**config.mk**
```make
export PLATFORM = sky130hd
export DESIGN_NAME = lc3_mem_ctrl_flat
export DESIGN_NICKNAME = d
export VERILOG_FILES = /design/src/rtl/lc3_mem_ctrl_if.sv /design/src/rtl/lc3_mem_ctrl.sv /design/src/flat_wrapper.sv
export SDC_FILE = /design/constraint.sdc
export NUM_CORES = 1
export LEC_CHECK = 0
export BUFFER_PORTS_ARGS = -buffer_cell sky130_fd_sc_hd__buf_2
export CAP_MARGIN = 25
export CORE_UTILIZATION = 53
export DETAILED_ROUTE_END_ITERATION = 16
export HOLD_SLACK_MARGIN = 0.15
export PLACE_DENSITY = 0.76
export SETUP_SLACK_MARGIN = 0.05
export SYNTH_ARGS = -nofsm -noshare
export SYNTH_HDL_FRONTEND = slang
export SYNTH_SLANG_ARGS = --single-unit
```
**constraint.sdc**
```tcl
create_clock -name clk -period 2.2 [get_ports clk]
set_input_delay 0.11 -clock clk [delete_from_list [all_inputs] [get_ports clk]]
set_output_delay 0.11 -clock clk [all_outputs]
set_load 0.01 [all_outputs]
```
**src/rtl/lc3_mem_ctrl_if.sv**
```systemverilog
// Datapath-side memory bus of the LC-3 memory controller: MAR/MDR request
// and the R (ready) completion pulse with read data.
interface lc3_mem_ctrl_if;
    logic        mio_en;
    logic        r_w;
    logic [15:0] addr;
    logic [15:0] wdata;
    logic [15:0] rdata;
    logic        ready;

    modport master (output mio_en, r_w, addr, wdata, input rdata, ready);
    modport slave  (input mio_en, r_w, addr, wdata, output rdata, ready);
endinterface

```
**src/rtl/lc3_mem_ctrl.sv**
```systemverilog
// LC-3 memory controller: routes datapath accesses to a wait-stated SRAM or to
// the memory-mapped keyboard, display and machine-control registers.
module lc3_mem_ctrl #(
    parameter int WAIT_STATES = 2
) (
    input  logic          clk,
    input  logic          rst_n,
    lc3_mem_ctrl_if.slave bus,
    output logic          mem_en,
    output logic          mem_we,
    output logic [15:0]   mem_addr,
    output logic [15:0]   mem_wdata,
    input  logic [15:0]   mem_rdata,
    input  logic          kbd_valid,
    input  logic [7:0]    kbd_data,
    output logic          disp_valid,
    output logic [7:0]    disp_data,
    input  logic          disp_ack,
    output logic          kbd_irq,
    output logic          clk_en
);
    typedef enum logic [1:0] {ST_IDLE, ST_MEM, ST_WAIT, ST_RESP} state_t;
    typedef enum logic [2:0] {TG_SRAM, TG_KBSR, TG_KBDR, TG_DSR, TG_DDR, TG_MCR, TG_NONE} target_t;

    localparam logic [3:0] WAIT_LOAD = (WAIT_STATES > 0) ? 4'(WAIT_STATES - 1) : 4'd0;

    function automatic target_t decode(input logic [15:0] a);
        target_t t;
        if (a[15:9] == 7'h7F) begin
            case (a)
                16'hFE00: t = TG_KBSR;
                16'hFE02: t = TG_KBDR;
                16'hFE04: t = TG_DSR;
                16'hFE06: t = TG_DDR;
                16'hFFFE: t = TG_MCR;
                default:  t = TG_NONE;
            endcase
        end else begin
            t = TG_SRAM;
        end
        return t;
    endfunction

    state_t      state_r;
    target_t     tgt_r;
    target_t     tgt_s;
    logic        we_r;
    logic [15:0] addr_r;
    logic [15:0] wdata_r;
    logic [3:0]  cnt_r;
    logic        cap_pend_r;
    logic [15:0] cap_r;
    logic [15:0] rdata_r;
    logic        byp_r;
    logic        ready_r;
    logic        mem_en_r;
    logic        mem_we_r;

    logic        kbsr_full_r, kbsr_full_s;
    logic        kbd_ie_r, kbd_ie_s;
    logic [7:0]  kbdr_r, kbdr_s;
    logic        disp_valid_r, disp_valid_s;
    logic [7:0]  disp_data_r, disp_data_s;
    logic [15:0] mcr_r, mcr_s;
    logic        kbd_irq_r, kbd_irq_s;
    logic [15:0] dev_rdata_s;
    logic        kbd_clr_s;
    logic        dev_wr_s;

    assign tgt_s     = decode(bus.addr);
    assign kbd_clr_s = (state_r == ST_RESP) && (tgt_r == TG_KBDR) && !we_r;
    assign dev_wr_s  = (state_r == ST_RESP) && we_r;

    // Device register read mux, evaluated on the request address as it is accepted.
    always_comb begin
        case (tgt_s)
            TG_KBSR: dev_rdata_s = {kbsr_full_r, kbd_ie_r, 14'h0000};
            TG_KBDR: dev_rdata_s = {8'h00, kbdr_r};
            TG_DSR:  dev_rdata_s = {~disp_valid_r, 15'h0000};
            TG_MCR:  dev_rdata_s = mcr_r;
            default: dev_rdata_s = 16'h0000;
        endcase
    end

    // Next values of the device registers; device side effects land at the end of RESP.
    always_comb begin
        kbd_ie_s    = kbd_ie_r;
        kbdr_s      = kbdr_r;
        disp_data_s = disp_data_r;
        mcr_s       = mcr_r;
        // A new character beats the KBDR-read clear when both happen together.
        if (kbd_valid && (!kbsr_full_r || kbd_clr_s)) begin
            kbsr_full_s = 1'b1;
            kbdr_s      = kbd_data;
        end else if (kbd_clr_s) begin
            kbsr_full_s = 1'b0;
        end else begin
            kbsr_full_s = kbsr_full_r;
        end
        if (disp_ack && disp_valid_r) begin
            disp_valid_s = 1'b0;
        end else begin
            disp_valid_s = disp_valid_r;
        end
        if (dev_wr_s) begin
            case (tgt_r)
                TG_KBSR: kbd_ie_s = wdata_r[14];
                TG_DDR: begin
                    if (!disp_valid_r) begin
                        disp_valid_s = 1'b1;
                        disp_data_s  = wdata_r[7:0];
                    end else begin
                        disp_data_s  = disp_data_r;
                    end
                end
                TG_MCR:  mcr_s = wdata_r;
                default: mcr_s = mcr_r;
            endcase
        end else begin
            mcr_s = mcr_r;
        end
        kbd_irq_s = kbsr_full_s & kbd_ie_s;
    end

    // Access FSM with registered bus/SRAM outputs plus the device register file.
    always_ff @(posedge clk or negedge rst_n) begin
        if (!rst_n) begin
            state_r      <= ST_IDLE;
            tgt_r        <= TG_NONE;
            we_r         <= 1'b0;
            addr_r       <= 16'h0000;
            wdata_r      <= 16'h0000;
            cnt_r        <= 4'd0;
            cap_pend_r   <= 1'b0;
            cap_r        <= 16'h0000;
            rdata_r      <= 16'h0000;
            byp_r        <= 1'b0;
            ready_r      <= 1'b0;
            mem_en_r     <= 1'b0;
            mem_we_r     <= 1'b0;
            kbsr_full_r  <= 1'b0;
            kbd_ie_r     <= 1'b0;
            kbdr_r       <= 8'h00;
            disp_valid_r <= 1'b0;
            disp_data_r  <= 8'h00;
            mcr_r        <= 16'h8000;
            kbd_irq_r    <= 1'b0;
        end else begin
            kbsr_full_r  <= kbsr_full_s;
            kbd_ie_r     <= kbd_ie_s;
            kbdr_r       <= kbdr_s;
            disp_valid_r <= disp_valid_s;
            disp_data_r  <= disp_data_s;
            mcr_r        <= mcr_s;
            kbd_irq_r    <= kbd_irq_s;
            mem_en_r     <= 1'b0;
            mem_we_r     <= 1'b0;
            ready_r      <= 1'b0;
            byp_r        <= 1'b0;
            cap_pend_r   <= 1'b0;
            if (cap_pend_r) begin
                cap_r <= mem_rdata;
            end else begin
                cap_r <= cap_r;
            end
            case (state_r)
                ST_IDLE: begin
                    if (bus.mio_en) begin
                        addr_r  <= bus.addr;
                        we_r    <= bus.r_w;
                        wdata_r <= bus.wdata;
                        tgt_r   <= tgt_s;
                        if (tgt_s == TG_SRAM) begin
                            state_r  <= ST_MEM;
                            mem_en_r <= 1'b1;
                            mem_we_r <= bus.r_w;
                        end else begin
                            state_r <= ST_RESP;
                            ready_r <= 1'b1;
                            rdata_r <= bus.r_w ? 16'h0000 : dev_rdata_s;
                        end
                    end else begin
                        state_r <= ST_IDLE;
                    end
                end
                ST_MEM: begin
                    cap_pend_r <= !we_r;
                    if (WAIT_STATES > 0) begin
                        state_r <= ST_WAIT;
                        cnt_r   <= WAIT_LOAD;
                    end else begin
                        // Zero wait states: SRAM data only arrives during RESP, so pass it through.
                        state_r <= ST_RESP;
                        ready_r <= 1'b1;
                        byp_r   <= !we_r;
                        rdata_r <= 16'h0000;
                    end
                end
                ST_WAIT: begin
                    if (cnt_r == 4'd0) begin
                        state_r <= ST_RESP;
                        ready_r <= 1'b1;
                        rdata_r <= we_r ? 16'h0000 : (cap_pend_r ? mem_rdata : cap_r);
                    end else begin
                        cnt_r <= cnt_r - 4'd1;
                    end
                end
                ST_RESP: begin
                    state_r <= ST_IDLE;
                end
                default: begin
                    state_r <= ST_IDLE;
                end
            endcase
        end
    end

    assign bus.ready  = ready_r;
    assign bus.rdata  = byp_r ? mem_rdata : rdata_r;
    assign mem_en     = mem_en_r;
    assign mem_we     = mem_we_r;
    assign mem_addr   = addr_r;
    assign mem_wdata  = wdata_r;
    assign disp_valid = disp_valid_r;
    assign disp_data  = disp_data_r;
    assign kbd_irq    = kbd_irq_r;
    assign clk_en     = mcr_r[15];
endmodule

```
**src/flat_wrapper.sv**
```systemverilog
// flat-port wrapper written by rule: the top's interface ports become plain ports
module lc3_mem_ctrl_flat 
#(
    parameter int WAIT_STATES = 2
)
  (clk, rst_n, mem_en, mem_we, mem_addr, mem_wdata, mem_rdata, kbd_valid, kbd_data, disp_valid, disp_data, disp_ack, kbd_irq, clk_en, bus_mio_en, bus_r_w, bus_addr, bus_wdata, bus_rdata, bus_ready);
  lc3_mem_ctrl_if bus_i ();
  input  logic clk;
  input  logic rst_n;
  output logic mem_en;
  output logic mem_we;
  output logic [15:0] mem_addr;
  output logic [15:0] mem_wdata;
  input  logic [15:0] mem_rdata;
  input  logic kbd_valid;
  input  logic [7:0] kbd_data;
  output logic disp_valid;
  output logic [7:0] disp_data;
  input  logic disp_ack;
  output logic kbd_irq;
  output logic clk_en;
  input wire logic [$bits(bus_i.mio_en)-1:0] bus_mio_en;
  input wire logic [$bits(bus_i.r_w)-1:0] bus_r_w;
  input wire logic [$bits(bus_i.addr)-1:0] bus_addr;
  input wire logic [$bits(bus_i.wdata)-1:0] bus_wdata;
  output wire logic [$bits(bus_i.rdata)-1:0] bus_rdata;
  output wire logic [$bits(bus_i.ready)-1:0] bus_ready;
  assign bus_i.mio_en = bus_mio_en;
  assign bus_i.r_w = bus_r_w;
  assign bus_i.addr = bus_addr;
  assign bus_i.wdata = bus_wdata;
  assign bus_rdata = bus_i.rdata;
  assign bus_ready = bus_i.ready;
  lc3_mem_ctrl #(.WAIT_STATES(WAIT_STATES)) u_core (.clk(clk), .rst_n(rst_n), .bus(bus_i), .mem_en(mem_en), .mem_we(mem_we), .mem_addr(mem_addr), .mem_wdata(mem_wdata), .mem_rdata(mem_rdata), .kbd_valid(kbd_valid), .kbd_data(kbd_data), .disp_valid(disp_valid), .disp_data(disp_data), .disp_ack(disp_ack), .kbd_irq(kbd_irq), .clk_en(clk_en));
endmodule
```
# After elaboration in Yosys (flattened, before gate mapping)
# Index checks and enable logic that the tools add are counted.
[totals]
regBits = 114
in_bits = 62
out_inout_bits = 62
[classes]
add_sub_neg = 1
eq_ne = 21
mux = 35
n_bitwise = 2
reduce_logical = 18
[ops]
columns = ["operator", "count"]
rows = [
  ["$mux 16", 6],
  ["$eq 16x16->1 const B", 5],
  ["$pmux 16 s4", 1],
  ["$pmux 16 s2", 1],
  ["$mux 1", 18],
  ["$pmux 3 s5", 1],
  ["$eq 3x2->1 const B", 3],
  ["$eq 3x3->1 const B", 3],
  ["$pmux 2 s4", 1],
  ["$pmux 4 s2", 1],
  ["$eq 7x7->1 const B", 1],
  ["$eq 3x1->1 const B", 2],
  ["$mux 2", 3],
  ["$ne 2x2->1 const B", 3],
  ["$reduce_and 2->1", 3],
  ["$logic_and 1x1->1", 5],
  ["$eq 2x2->1 const B", 2],
  ["$logic_not 4->1", 1],
  ["$mux 4", 1],
  ["$reduce_and 4->1", 1],
  ["$reduce_bool 2->1", 2],
  ["$sub 4x1->4 const B", 1],
  ["$logic_not 3->1", 1],
  ["$mux 3", 1],
  ["9 further kinds", 10],
]

# Logic depth before layout (Yosys ltp)
[depth]
word_depth = 9
ltp_mapped = 9
depth_no_buf = 7

# Least setup slack after synthesis
# No wires, ideal clock.
[synth_path]
path_type = "register to register"
from = "register u_core.state_r[0]"
to = "register u_core.rdata_r[2]"
setup_time_ps = 121
arrival_time_ps = 1742
required_time_ps = 2079
setup_slack_ps = 337
stages_incl_launch_ff = 9
path_cell_list = "dfrtp_1 inv_1 ha_1 nand2_1 or3_4 a21oi_4 buf_4 nand2_1 o22a_1"
[synth_between]
elab_chain_len = 3
[synth_rtl]
columns = ["item", "line", "text"]
rows = [
  ["from (decl)", "lc3_mem_ctrl.sv:44", "state_t state_r;"],
  ["from (signal assigned)", "lc3_mem_ctrl.sv:128", "state_r <= ST_IDLE;"],
  ["from (signal assigned)", "lc3_mem_ctrl.sv:174", "state_r <= ST_MEM;"],
  ["from (signal assigned)", "lc3_mem_ctrl.sv:178", "state_r <= ST_RESP;"],
  ["$eq 2x2->1 or $logic_not 2->1 (tied branches)", "lc3_mem_ctrl.sv:166", "case (state_r)"],
  ["$ne 2x1->1 (no line), or another cell as far along", "n/a", ""],
  ["$reduce_and 4->1 (no line)", "n/a", ""],
  ["to (signal assigned)", "lc3_mem_ctrl.sv:180", "rdata_r <= bus.r_w ? 16'h0000 : dev_rdata_s;"],
  ["to (signal assigned)", "lc3_mem_ctrl.sv:203", "rdata_r <= we_r ? 16'h0000 : (cap_pend_r ? mem_rdata : cap_r);"],
  ["to (decl)", "lc3_mem_ctrl.sv:53", "logic [15:0] rdata_r;"],
]
# Parallel ways exist; a longest one is shown, timed or not.
# A chain may end at the register's enable or synchronous reset.

# Worst setup path in the final report
[layout_path]
from = "register u_core.state_r[0]"
to = "register u_core.rdata_r[6]"
# The elaborated chain is that of the path after synthesis.

==> results.sh <==
export IMPL_slew_viol_final=0
export IMPL_slew_headroom_pct=59.5
export IMPL_peakVddDrop_uv=729
export IMPL_dieWidth_um=97.9
export IMPL_synth_flop_cell="dfrtp_1"
export IMPL_drt_pass1_iterations=13
export IMPL_setup_viol_count_final=0
export IMPL_ys_types=45
export IMPL_powerDensity_nw_per_um2=1240
export IMPL_p_total_mw=8.57
export IMPL_status="finished with violations"
export IMPL_clock_insertion_delay_worst_skew_ns=0.51
export IMPL_dp_cells=606
export IMPL_synth_simple_area_share_pct=11.2
export IMPL_diodes=0
export IMPL_clk_pin_slew_worst_paths_ns=0.06
export IMPL_avgRoutedWirePerCell_um=17.5
export IMPL_drt_total_wl_um=12300
export IMPL_cts_tree="yes"
export IMPL_numCtsBuffers=17
export IMPL_antenna_found_initial=0
export IMPL_path_max_fanout=32
export IMPL_track_usage_pct=27.6
export IMPL_cts_root_buf="clkbuf_8"
export IMPL_syn_inst=378
export IMPL_ys_warnings_count=0
export IMPL_reg2regPathDepth=8
export IMPL_place_congestion=0.833
export IMPL_hold_viol=0
export IMPL_hpwlAfterDp_um=7930
export IMPL_synth_fa_ha_area_share_pct=1.54
export IMPL_yosysSeqAreaShare_pct=58.6
export IMPL_via_per_inst=5.53
export IMPL_rsz0062_at_grt="false"
export IMPL_overflow=0
export IMPL_clock_skew_ns=0.00535
export IMPL_drt_iter0_drc=173
export IMPL_startpoint_type="register"
export IMPL_cap_violations=0
export IMPL_nNetsFinal=649
export IMPL_antenna_left=0
export IMPL_min_from="disp_ack"
export IMPL_p_leak_nw=3.27
export IMPL_initial_core_util_pct=55.3
export IMPL_syn_avg_cell_area_sq_um=12.9
export IMPL_synth_top_cell_area_share_pct=57.0
export IMPL_grt_pass1_wl_um=20300
export IMPL_min_path_cells=3
export IMPL_critPathCaptureType="register"
export IMPL_synth_top_family_by_area="multiplexers"
export IMPL_fmax_mhz=500
export IMPL_first_global_vias=4025
export IMPL_port_buffers=123
export IMPL_synth_edf_count=0
export IMPL_period_share_pct=90.9
export IMPL_critPathKind="register to register"
export IMPL_vias=3883
export IMPL_clockBufferDepth=2
export IMPL_yosys_top_cells_area="dfrtp_1 (57%), mux2_2 (18%), nand2_1 (2.6%)"
export IMPL_cp_data_required_time_ns=2.59
export IMPL_worstMarginPinSlew_ns=0.607
export IMPL_synthesis_area_sq_um=4870
export IMPL_fin_cells=702
export IMPL_grt_max_degree=61
export IMPL_synth_compound_area_share_pct=7.14
export IMPL_cp_startpoint="u_core.state_r[0]"
export IMPL_hold_class="input pin to register"
export IMPL_core_sq_um=8810
export IMPL_crit_arrival_ns=2.39
export IMPL_r2r_slack_ns=0.20
export IMPL_ys_seq_elements=114
export IMPL_die_area_sq_um=9580
export IMPL_holdBufCountCts=64
export IMPL_finalCriticalPeriod_ns=2.00
export IMPL_yosys_area_share_xor_xnor_pct=0.180
export IMPL_setup_tns_ns=0
export IMPL_die_y_um=97.9
export IMPL_postCtsResizedCells=0
export IMPL_rows=34
export IMPL_synth_area_leader_cell="dfrtp_1"
export IMPL_syn_num_nets=446
export IMPL_area_growth_pct=41.4
export IMPL_post_cts_buffers=0
export IMPL_violations="DRC"
export IMPL_clock_sinks=114
export IMPL_drc_errors=7
export IMPL_cts_htree_levels=4
export IMPL_rr_startpoint="u_core.state_r[0]"
export IMPL_drive_above_1_share_pct=43.3
export IMPL_pin_count=124
export IMPL_async_flop_share_pct=100
export IMPL_synth_area_mux_share_pct=19.0
-- layout make-up --
| type | count | area [sq um] |
|---|---|---|
| timing repair buffer | 199 | 1400 |
| tap | 108 | 135 |
| multi-input combinational | 242 | 1900 |
| sequential | 114 | 2860 |
| clock buffer | 17 | 414 |
| inverter | 7 | 26.3 |
| clock inverter | 15 | 161 |
| fill | 523 | 1920 |
-- cells in the mapped netlist, types with 2 or more instances --
| cell type | number |
|---|---|
| dfrtp_1 | 111 |
| mux2_2 | 76 |
| nand2_1 | 34 |
| nand3_1 | 24 |
| a21oi_1 | 18 |
| nor2_1 | 17 |
| o22a_1 | 9 |
| inv_1 | 7 |
| a32oi_1 | 6 |
| ha_1 | 6 |
| mux2_1 | 6 |
| o21ai_0 | 6 |
| buf_2 | 4 |
| clkbuf_1 | 4 |
| a31oi_1 | 3 |
| buf_4 | 3 |
| dfstp_2 | 3 |
| nand2b_1 | 3 |
| nor3_1 | 3 |
| and2_1 | 2 |
| and3_1 | 2 |
| buf_6 | 2 |
| nand4_1 | 2 |
| nand4b_1 | 2 |
| nor2b_1 | 2 |
| nor3_4 | 2 |
| o21ai_1 | 2 |
| o31ai_1 | 2 |
-- cells by family after synthesis --
group / count (synthesis)
buffers and inverters: 22
adders and majority gates: 6
DFF: 114
xor gates and xnor gates: 1
AOI/OAI and AO/OA: 51
muxes: 82
and+or+nand+nor: 102
-- cells in the final DEF (no fill, tap or decap), types with 6 or more instances in the layout --
master,synthesis,layout
a21oi_1,18,18
a32oi_1,6,6
buf_2,4,122
buf_4,3,10
clkbuf_16,0,16
dfrtp_1,111,111
dlygate4sd3_1,0,63
ha_1,6,6
inv_1,7,7
mux2_1,6,6
mux2_2,76,76
nand2_1,34,34
nand3_1,24,24
nor2_1,17,17
o21ai_0,6,6
o22a_1,9,9
-- metrics by stage --
step	setup WS, ns	instance area (sq um)	util, %	hold WS (ns)
floorplan	0.337	4870	-	-0.186
global placement	0.363	5660	64.3	0.0715
detailed placement	0.264	5660	64.3	0.0832
CTS	0.221	6890	78.2	0.307
global route	0.117	6890	78.2	0.306
finish	0.200	6890	78.2	0.320
-- routing by layer --
metal | vias to the layer above | routed length, um | GRT usage [%]
met5 | - | 0 | 0
met3 | 16 | 750 | 7.80
met2 | 162 | 6360 | 47.6
met1 | 1927 | 5030 | 34.0
met4 | 0 | 175 | 7.93
li1 | 1778 | - | -
-- sequential cells by signal, indices dropped and copies added (netlist names), 2 cells and up --
register	cells
u_core.disp_data	8
u_core.cap_r	16
u_core.kbdr_r	8
u_core.mem_addr	16
u_core.state_r	2
u_core.cnt_r	4
u_core.mem_wdata	16
u_core.rdata_r	16
u_core.tgt_r	3
u_core.mcr_r	16
-- report_power, final --
part           switching (mW)  internal [mW]
registers               0.476           2.82
logic                    1.32           1.34
clock network            1.01           1.62
-- path summary, 6_finish.rpt --
path | end
min reg2reg | u_core.tgt_r[1]
min in group asynchronous | u_core.mem_addr[4]
max reg2reg | u_core.rdata_r[6]
max in group asynchronous | u_core.mcr_r[15]
min | u_core.disp_valid
max | u_core.rdata_r[6]
-- critical path: stages, from the launching register on --
cell and delay, ns:
dfrtp_1 0.42, inv_1 0.11, ha_1 0.20, nand2_1 0.09, or3_4 0.43, a21oi_4 0.16
buf_12 0.19, nand2_1 0.09, o22a_1 0.18
Power figures use the tool's default switching activity.
